File: config.mk
export PLATFORM = sky130hd
export DESIGN_NAME = uart_tx_drain
export DESIGN_NICKNAME = d
export VERILOG_FILES = /design/src/rtl/uart_tx_drain.sv
export SDC_FILE = /design/constraint.sdc
export NUM_CORES = 1
export LEC_CHECK = 0
export ABC_AREA = 1
export BUFFER_PORTS_ARGS = -buffer_cell sky130_fd_sc_hd__buf_2
export CORE_UTILIZATION = 55
export DETAILED_ROUTE_END_ITERATION = 8
export HOLD_SLACK_MARGIN = 0.12
export PLACE_DENSITY = 0.8
export SYNTH_ARGS = -nofsm -noshare
export SYNTH_HDL_FRONTEND = slang
export SYNTH_SLANG_ARGS = --single-unit
File: constraint.sdc
create_clock -name clk -period 1.5 [get_ports clk]
set_input_delay 0.15 -clock clk [delete_from_list [all_inputs] [get_ports clk]]
set_output_delay 0.15 -clock clk [all_outputs]
set_load 0.02 [all_outputs]
File: src/rtl/uart_tx_drain.sv
`default_nettype none
// ============================================================================
// Module   : uart_tx_drain
// Purpose  : Pops bytes from the byte FIFO and sends them as 8N1 UART frames
//            (8E1 when UART_TX_PARITY_EN is defined), LSB first.
// Revision : 1.0 - initial release
// ============================================================================
module uart_tx_drain #(
   parameter int CLK_PER_BIT = 868
) (
   input  logic       clk,
   input  logic       reset_n,
   input  logic       fifo_read_ready,
   input  logic [7:0] fifo_read_data,
   output logic       fifo_read_enable,
   output logic       txd,
   output logic       busy,
   output logic       frame_done
);

   localparam int                 c_cnt_w     = $clog2(CLK_PER_BIT);
   localparam logic [c_cnt_w-1:0] c_baud_last = c_cnt_w'(CLK_PER_BIT - 1);

   typedef enum logic [2:0] {
      S_IDLE   = 3'd0,
      S_FETCH  = 3'd1,
      S_START  = 3'd2,
      S_DATA   = 3'd3,
`ifdef UART_TX_PARITY_EN
      S_PARITY = 3'd4,
`endif
      S_STOP   = 3'd5
   } state_t;

   state_t             r_state;
   state_t             w_state_nxt;
   logic [c_cnt_w-1:0] r_baud_cnt;
   logic [2:0]         r_bit_idx;
   logic [7:0]         r_shift;
   logic               w_bit_end;
   logic               w_baud_clr;
   logic               w_txd;
   logic               w_rd_en;
   logic               w_busy;
   logic               w_done;

   assign w_bit_end  = (r_baud_cnt == c_baud_last);
   assign w_baud_clr = (r_state == S_IDLE) || (r_state == S_FETCH) || w_bit_end;

   always_ff @(posedge clk) begin
      if (!reset_n) begin
         r_state    <= S_IDLE;
         r_baud_cnt <= '0;
         r_bit_idx  <= 3'd0;
         r_shift    <= 8'd0;
      end else begin
         r_state    <= w_state_nxt;
         r_baud_cnt <= w_baud_clr ? '0 : r_baud_cnt + 1'b1;
         // Index wraps 7 -> 0 as DATA is left, so it is ready for the next byte.
         if (r_state != S_DATA)
            r_bit_idx <= 3'd0;
         else if (w_bit_end)
            r_bit_idx <= r_bit_idx + 3'd1;
         if (r_state == S_FETCH)
            r_shift <= fifo_read_data;
      end
   end

   always_comb begin
      w_state_nxt = r_state;
      w_txd       = 1'b1;
      w_rd_en     = 1'b0;
      w_busy      = 1'b1;
      w_done      = 1'b0;
      case (r_state)
         S_IDLE: begin
            w_busy = 1'b0;
            // FIFO head data is registered, so it is only valid one cycle later.
            if (fifo_read_ready)
               w_state_nxt = S_FETCH;
         end
         S_FETCH: begin
            w_rd_en     = 1'b1;
            w_state_nxt = S_START;
         end
         S_START: begin
            w_txd = 1'b0;
            if (w_bit_end)
               w_state_nxt = S_DATA;
         end
         S_DATA: begin
            w_txd = r_shift[r_bit_idx];
            if (w_bit_end && (r_bit_idx == 3'd7)) begin
`ifdef UART_TX_PARITY_EN
               w_state_nxt = S_PARITY;
`else
               w_state_nxt = S_STOP;
`endif
            end
         end
`ifdef UART_TX_PARITY_EN
         S_PARITY: begin
            w_txd = ^r_shift;
            if (w_bit_end)
               w_state_nxt = S_STOP;
         end
`endif
         S_STOP: begin
            if (w_bit_end) begin
               w_done      = 1'b1;
               w_state_nxt = S_IDLE;
            end
         end
         default: begin
            w_state_nxt = S_IDLE;
         end
      endcase
   end

   assign fifo_read_enable = w_rd_en;
   assign txd              = w_txd;
   assign busy             = w_busy;
   assign frame_done       = w_done;

endmodule
`default_nettype wire

# --- After elaboration in Yosys (flattened, before gate mapping) ---
# Cells that the tools add are included.
word_totals:
  input_bits: 11
  out_inout_bits: 4
  regBits: 24
  elab_cells: 38
op_classes:
  addsub: 2
  mux: 12
  reduce_logical: 7
  n_bitwise: 1
  order_cmp: 1
  eq_ne: 11
op_table:
  columns: ["cell", "count"]
  rows:
  - ["3-bit one-hot mux with 5 select lines", 1]
  - ["3-bit 2-to-1 mux", 4]
  - ["10-bit by 1-bit adder with 10-bit output (second input constant)", 1]
  - ["10-bit equality test (second input constant)", 1]
  - ["2-bit inequality test (second input constant)", 4]
  - ["3-bit by 2-bit equality test with 1-bit output (second input constant)", 2]
  - ["3-bit equality test (second input constant)", 2]
  - ["1-bit 2-to-1 mux", 5]
  - ["3-bit by 4-bit less-than comparator with 1-bit output (second input constant)", 1]
  - ["4-bit AND reduction", 1]
  - ["2-bit OR reduction", 2]
  - ["3-bit by 1-bit adder with 3-bit output (second input constant)", 1]
  - ["1-bit binary-select mux with 3-bit select", 1]
  - ["3-bit by 1-bit equality test with 1-bit output (second input constant)", 1]
  - ["3-bit logical NOT", 1]
  - ["3-bit by 2-bit inequality test with 1-bit output (second input constant)", 1]
  - ["1-bit logical OR", 2]
  - ["1-bit one-hot mux with 2 select lines", 1]
  - ["1-bit logical AND", 1]
  - ["1-bit NOT", 1]

# --- Logic depth before layout (Yosys ltp) ---
depth:
  ltp_word: 4
  ltp_mapped: 9
  ltp_nobuf: 9

# --- Least setup slack after synthesis ---
# OpenSTA, ideal clock, no wires.
synth_path:
  path_type: "register to output"
  startpoint: "reg r_bit_idx[0]"
  endpoint: "out txd"
  n_path_buf: 0
  stages_incl_launch_ff: 8
  required_ps: 1350
  arrival_ps: 1241
  slack_ps: 109
  cell_sequence: "dfxtp_1 inv_1 nor2_1 nor2_1 o21ai_0 o211ai_1 nand2_1 o21ai_0"
synth_between:
  elab_chain_cells: 3
synth_lines:
  columns: ["element", "line", "rtl"]
  rows:
  - ["start: declaration", "38", "logic [2:0] r_bit_idx;"]
  - ["start signal: assignment", "63", "r_bit_idx <= r_bit_idx + 3'd1;"]
  - ["1-bit binary-select mux with 3-bit select", "92", "w_txd = r_shift[r_bit_idx];"]
  - ["1-bit 2-to-1 mux (implied by the code)", "92", null]
  - ["1-bit one-hot mux with 2 select lines", "75", "case (r_state)"]
  - ["end: declaration", "16", "output logic txd,"]
# No other way between the ends. The select of a mux whose other input is x is not followed.

# --- Final worst setup path ---
# Same ends and word-level chain as after synthesis.

==> results.txt <==
- Status: complete, but fails checks
* Violated checks: setup timing
* Final RePlAce weighted congestion: 0.7905
- Clock tree from TritonCTS: built
* Worst endpoint data arrival time: 1.43 ns
* List of cells traversed by the critical path: inv_4, nor2_1, nor2_1, o21ai_1, o211ai_1, nand2_1, o21ai_1, buf_4
- For this block, the routed nets add up to 2578 µm of wire.
- Once layout is done, the placed cells without fillers occupy 1494 µm².
* Final routed DRC violation total: 0
* Overall Global Routing Usage: 24.53%
- #FFs+latches synth: 24
- Top-level port count: 15
* Wire length of the first global-routing pass: 3843 µm
- Most frequent standard cell in the layout excluding fill and tap cells: sky130_fd_sc_hd__nor2_1
- Clock sink count: 24
* Min Clock Period, post-route: 1.581 ns
- Crit start category: flip-flop
- In this run the worst setup path begins at r_bit_idx[0].
* Crit share post-route: 105.4%
- At the later pin of the worst-skew pair, clock insertion delay measures 0.32 ns.
* Critical-path top delay cell: sky130_fd_sc_hd__dfxtp_4
* Total power draw: 2.058 mW
- Clock-pin slew was measured on the worst setup and hold paths at 0.14 ns.
- Share of final-layout standard cells stronger than drive strength 1: 27.08%
- Worst path required time: 1.35 ns
- Max_cap viols: 0
* Hold Violations, Final: 0
* Endpoints failing setup: 1
- The floorplan step defined a die boundary enclosing 2273 µm².
* Number of unique standard cell types used by synthesis: 25
- In the layout the commonest cells are sky130_fd_sc_hd__nor2_1 (36), sky130_fd_sc_hd__nand2_1 (20), sky130_fd_sc_hd__dfxtp_1 (19).
- Number of placement rows: 16
* Buffers and inverters on the worst path: 2
- Core ar.: 1962 µm²
- In this run the critical register-to-register path is launched from r_baud_cnt[1].
- Relative to the synthesized area, the layout overhead comes to 30.21%.
- Detail Route Antenna Nets: 0
* Crit path largest cell delay: 0.40 ns
* Count of port buffers added during placement: 14
- Worst reg-to-reg setup slack: 0.07 ns
- Leak: 0.6252 nW
- GRT overflow: 0
- Mapped Cells: 159
- Pwr dens: 1378 nW/µm²
* Vias post-DR: 1147
- Initial DRT Pass Iterations: 4
* Synth Area per Inst: 7.216 µm²
* Type of the most critical hold path: in -> reg
- Number of pins with negative max-slew slack in the final report: 0
- Once placement finished, the instance area stood at 1262 µm².
- Once the floorplan was initialized, standard cells occupied 58.48% of the core.
* Drt wl/cell: 11.77 µm
- Height of the die: 47.68 µm
- Mapped cell area: 1147 µm²
- The number of antenna violations at the first check in global routing is 0.
* Placed cell count: 201
- Max Clock Skew: 0.01239 ns
* Vias in the first global route: 981
* Critical path peak fanout: 5
- Highest clock rate: 632.5 MHz
- For the pin with the worst max-slew slack, the measured transition is 0.2437 ns.
- After detailed routing, the number of vias per cell comes to 5.237.
- Prior to clock tree synthesis, the placed netlist has a worst setup slack of 0.01121 ns.
* Post-synthesis net count: 173
- In this run the horizontal extent of the chip is 47.68 µm.
* Root Driver: sky130_fd_sc_hd__clkbuf_4
- Post-route setup TNS: -0.08095 ns
- In the post-route analysis, the smallest setup slack over all paths is -0.08095 ns.
- On the critical path the largest part of the delay comes from flip-flops.
- Once layout is complete, the cells apart from fillers number 219.
- TritonCTS buffer count: 3
- For this run, the register share of the synthesized area comes to 41.88%.
- During synthesis, Yosys emitted a total of 0 warnings.
- Setup repair after global routing could not meet its margin everywhere.
- By startpoint and endpoint, the worst setup path is classified as reg -> out.
- Min-Delay Startpoint: reset_n
- The number of antenna diodes in the final layout is 0.
* DP Wirelength: 1657 µm
* H-Tree Depth: 1
* Number of buffers on the longest clock path: 2
- Final-stage net count: 207
- Largest net degree at the start of global routing: 14
- VDD IR-drop max: 1.137 mV
- In this run the tightest slew margin relative to its limit is 83.73%.
* Iter 0 DRT Violations: 23
- Final-layout fill cell count: 161
* Element type at the critical path end: primary output
==> power by group <==
group	internal, mW	switching, mW	leakage, nW
Sequential	0.769	0.103	0.198
Clock	0.148	0.194	0.0210
Combinational	0.326	0.517	0.406
==> area by class of cell <==
| class | instances | area [µm²] | area share, % |
|---|---|---|---|
| clock buffers | 4 | 36.28 | 2.429 |
| multi-input cells | 117 | 643.1 | 43.05 |
| inverters | 17 | 68.82 | 4.606 |
| flip-flops and latches | 24 | 489.2 | 32.75 |
| well taps | 27 | 33.78 | 2.261 |
| repair buffers | 30 | 222.7 | 14.91 |
==> sequential cells by signal (all words and copies together), names as in the netlist <==
register / cells
r_shift: 8
r_state: 3
r_baud_cnt: 10
r_bit_idx: 3
==> final timing paths <==
path | end | cells after the start
worst max-delay path | txd | 8
worst min-delay path | r_state[1] | 3
worst max register to register | r_state[2] | 9
worst min register to register | r_baud_cnt[9] | 2
==> stage by stage <==
| step | util [%] | hold slack [ns] |
|---|---|---|
| finish | 76.15 | 0.1517 |
| global route | 76.15 | 0.1527 |
| CTS | 73.09 | 0.1347 |
| detailed placement | 64.35 | 0.4045 |
| global placement | 64.35 | 0.3944 |
| floorplan | - | 0.3167 |
==> worst min-delay path: stages <==
cell and delay (ns):
sky130_fd_sc_hd__buf_2 0.17, sky130_fd_sc_hd__nand2_1 0.08, sky130_fd_sc_hd__nor2_1 0.03
==> Yosys cell counts (all sizes together) <==
library cell  count  area share [%]
and3              1            0.55
nand2            23             8.0
nor2             46              17
nand4             2             1.1
xor2              1            0.76
o21ai            18             7.9
nand3b            1            0.65
xnor2             1            0.76
nor3b             1            0.65
inv              16             5.2
a21oi            10             5.3
clkinv            1            0.33
o211ai            1            0.65
ha                3             3.3
clkbuf            1            0.33
nand3             6             3.7
nor3              3             1.7
dfxtp            24              42
==> layer usage <==
metal  share of wire [%]  track usage, %
met4                 1.4           8.889
met5                   0               0
met2                  54           49.59
met3                 2.7           3.396
met1                  42           25.12
==> cells by family (layout without fill, tap and decap cells) <==
family,count (synthesis),in the layout,synth area share [%]
fa+ha+maj,3,3,3.272
flops,24,24,41.88
xor+xnor,2,2,1.527
compound gates,29,29,13.85
simple gates,83,83,33.59
buf+inv,18,51,5.888
==> repair_timing <==
item,CTS,global route
endpoints found under the setup margin,4,6
buffers inserted,3,3
hold buffers,8,0
pin swaps,3,2
gates resized for setup,19,12
endpoints found under the hold margin,8,0
Power figures use the tool's default switching activity.
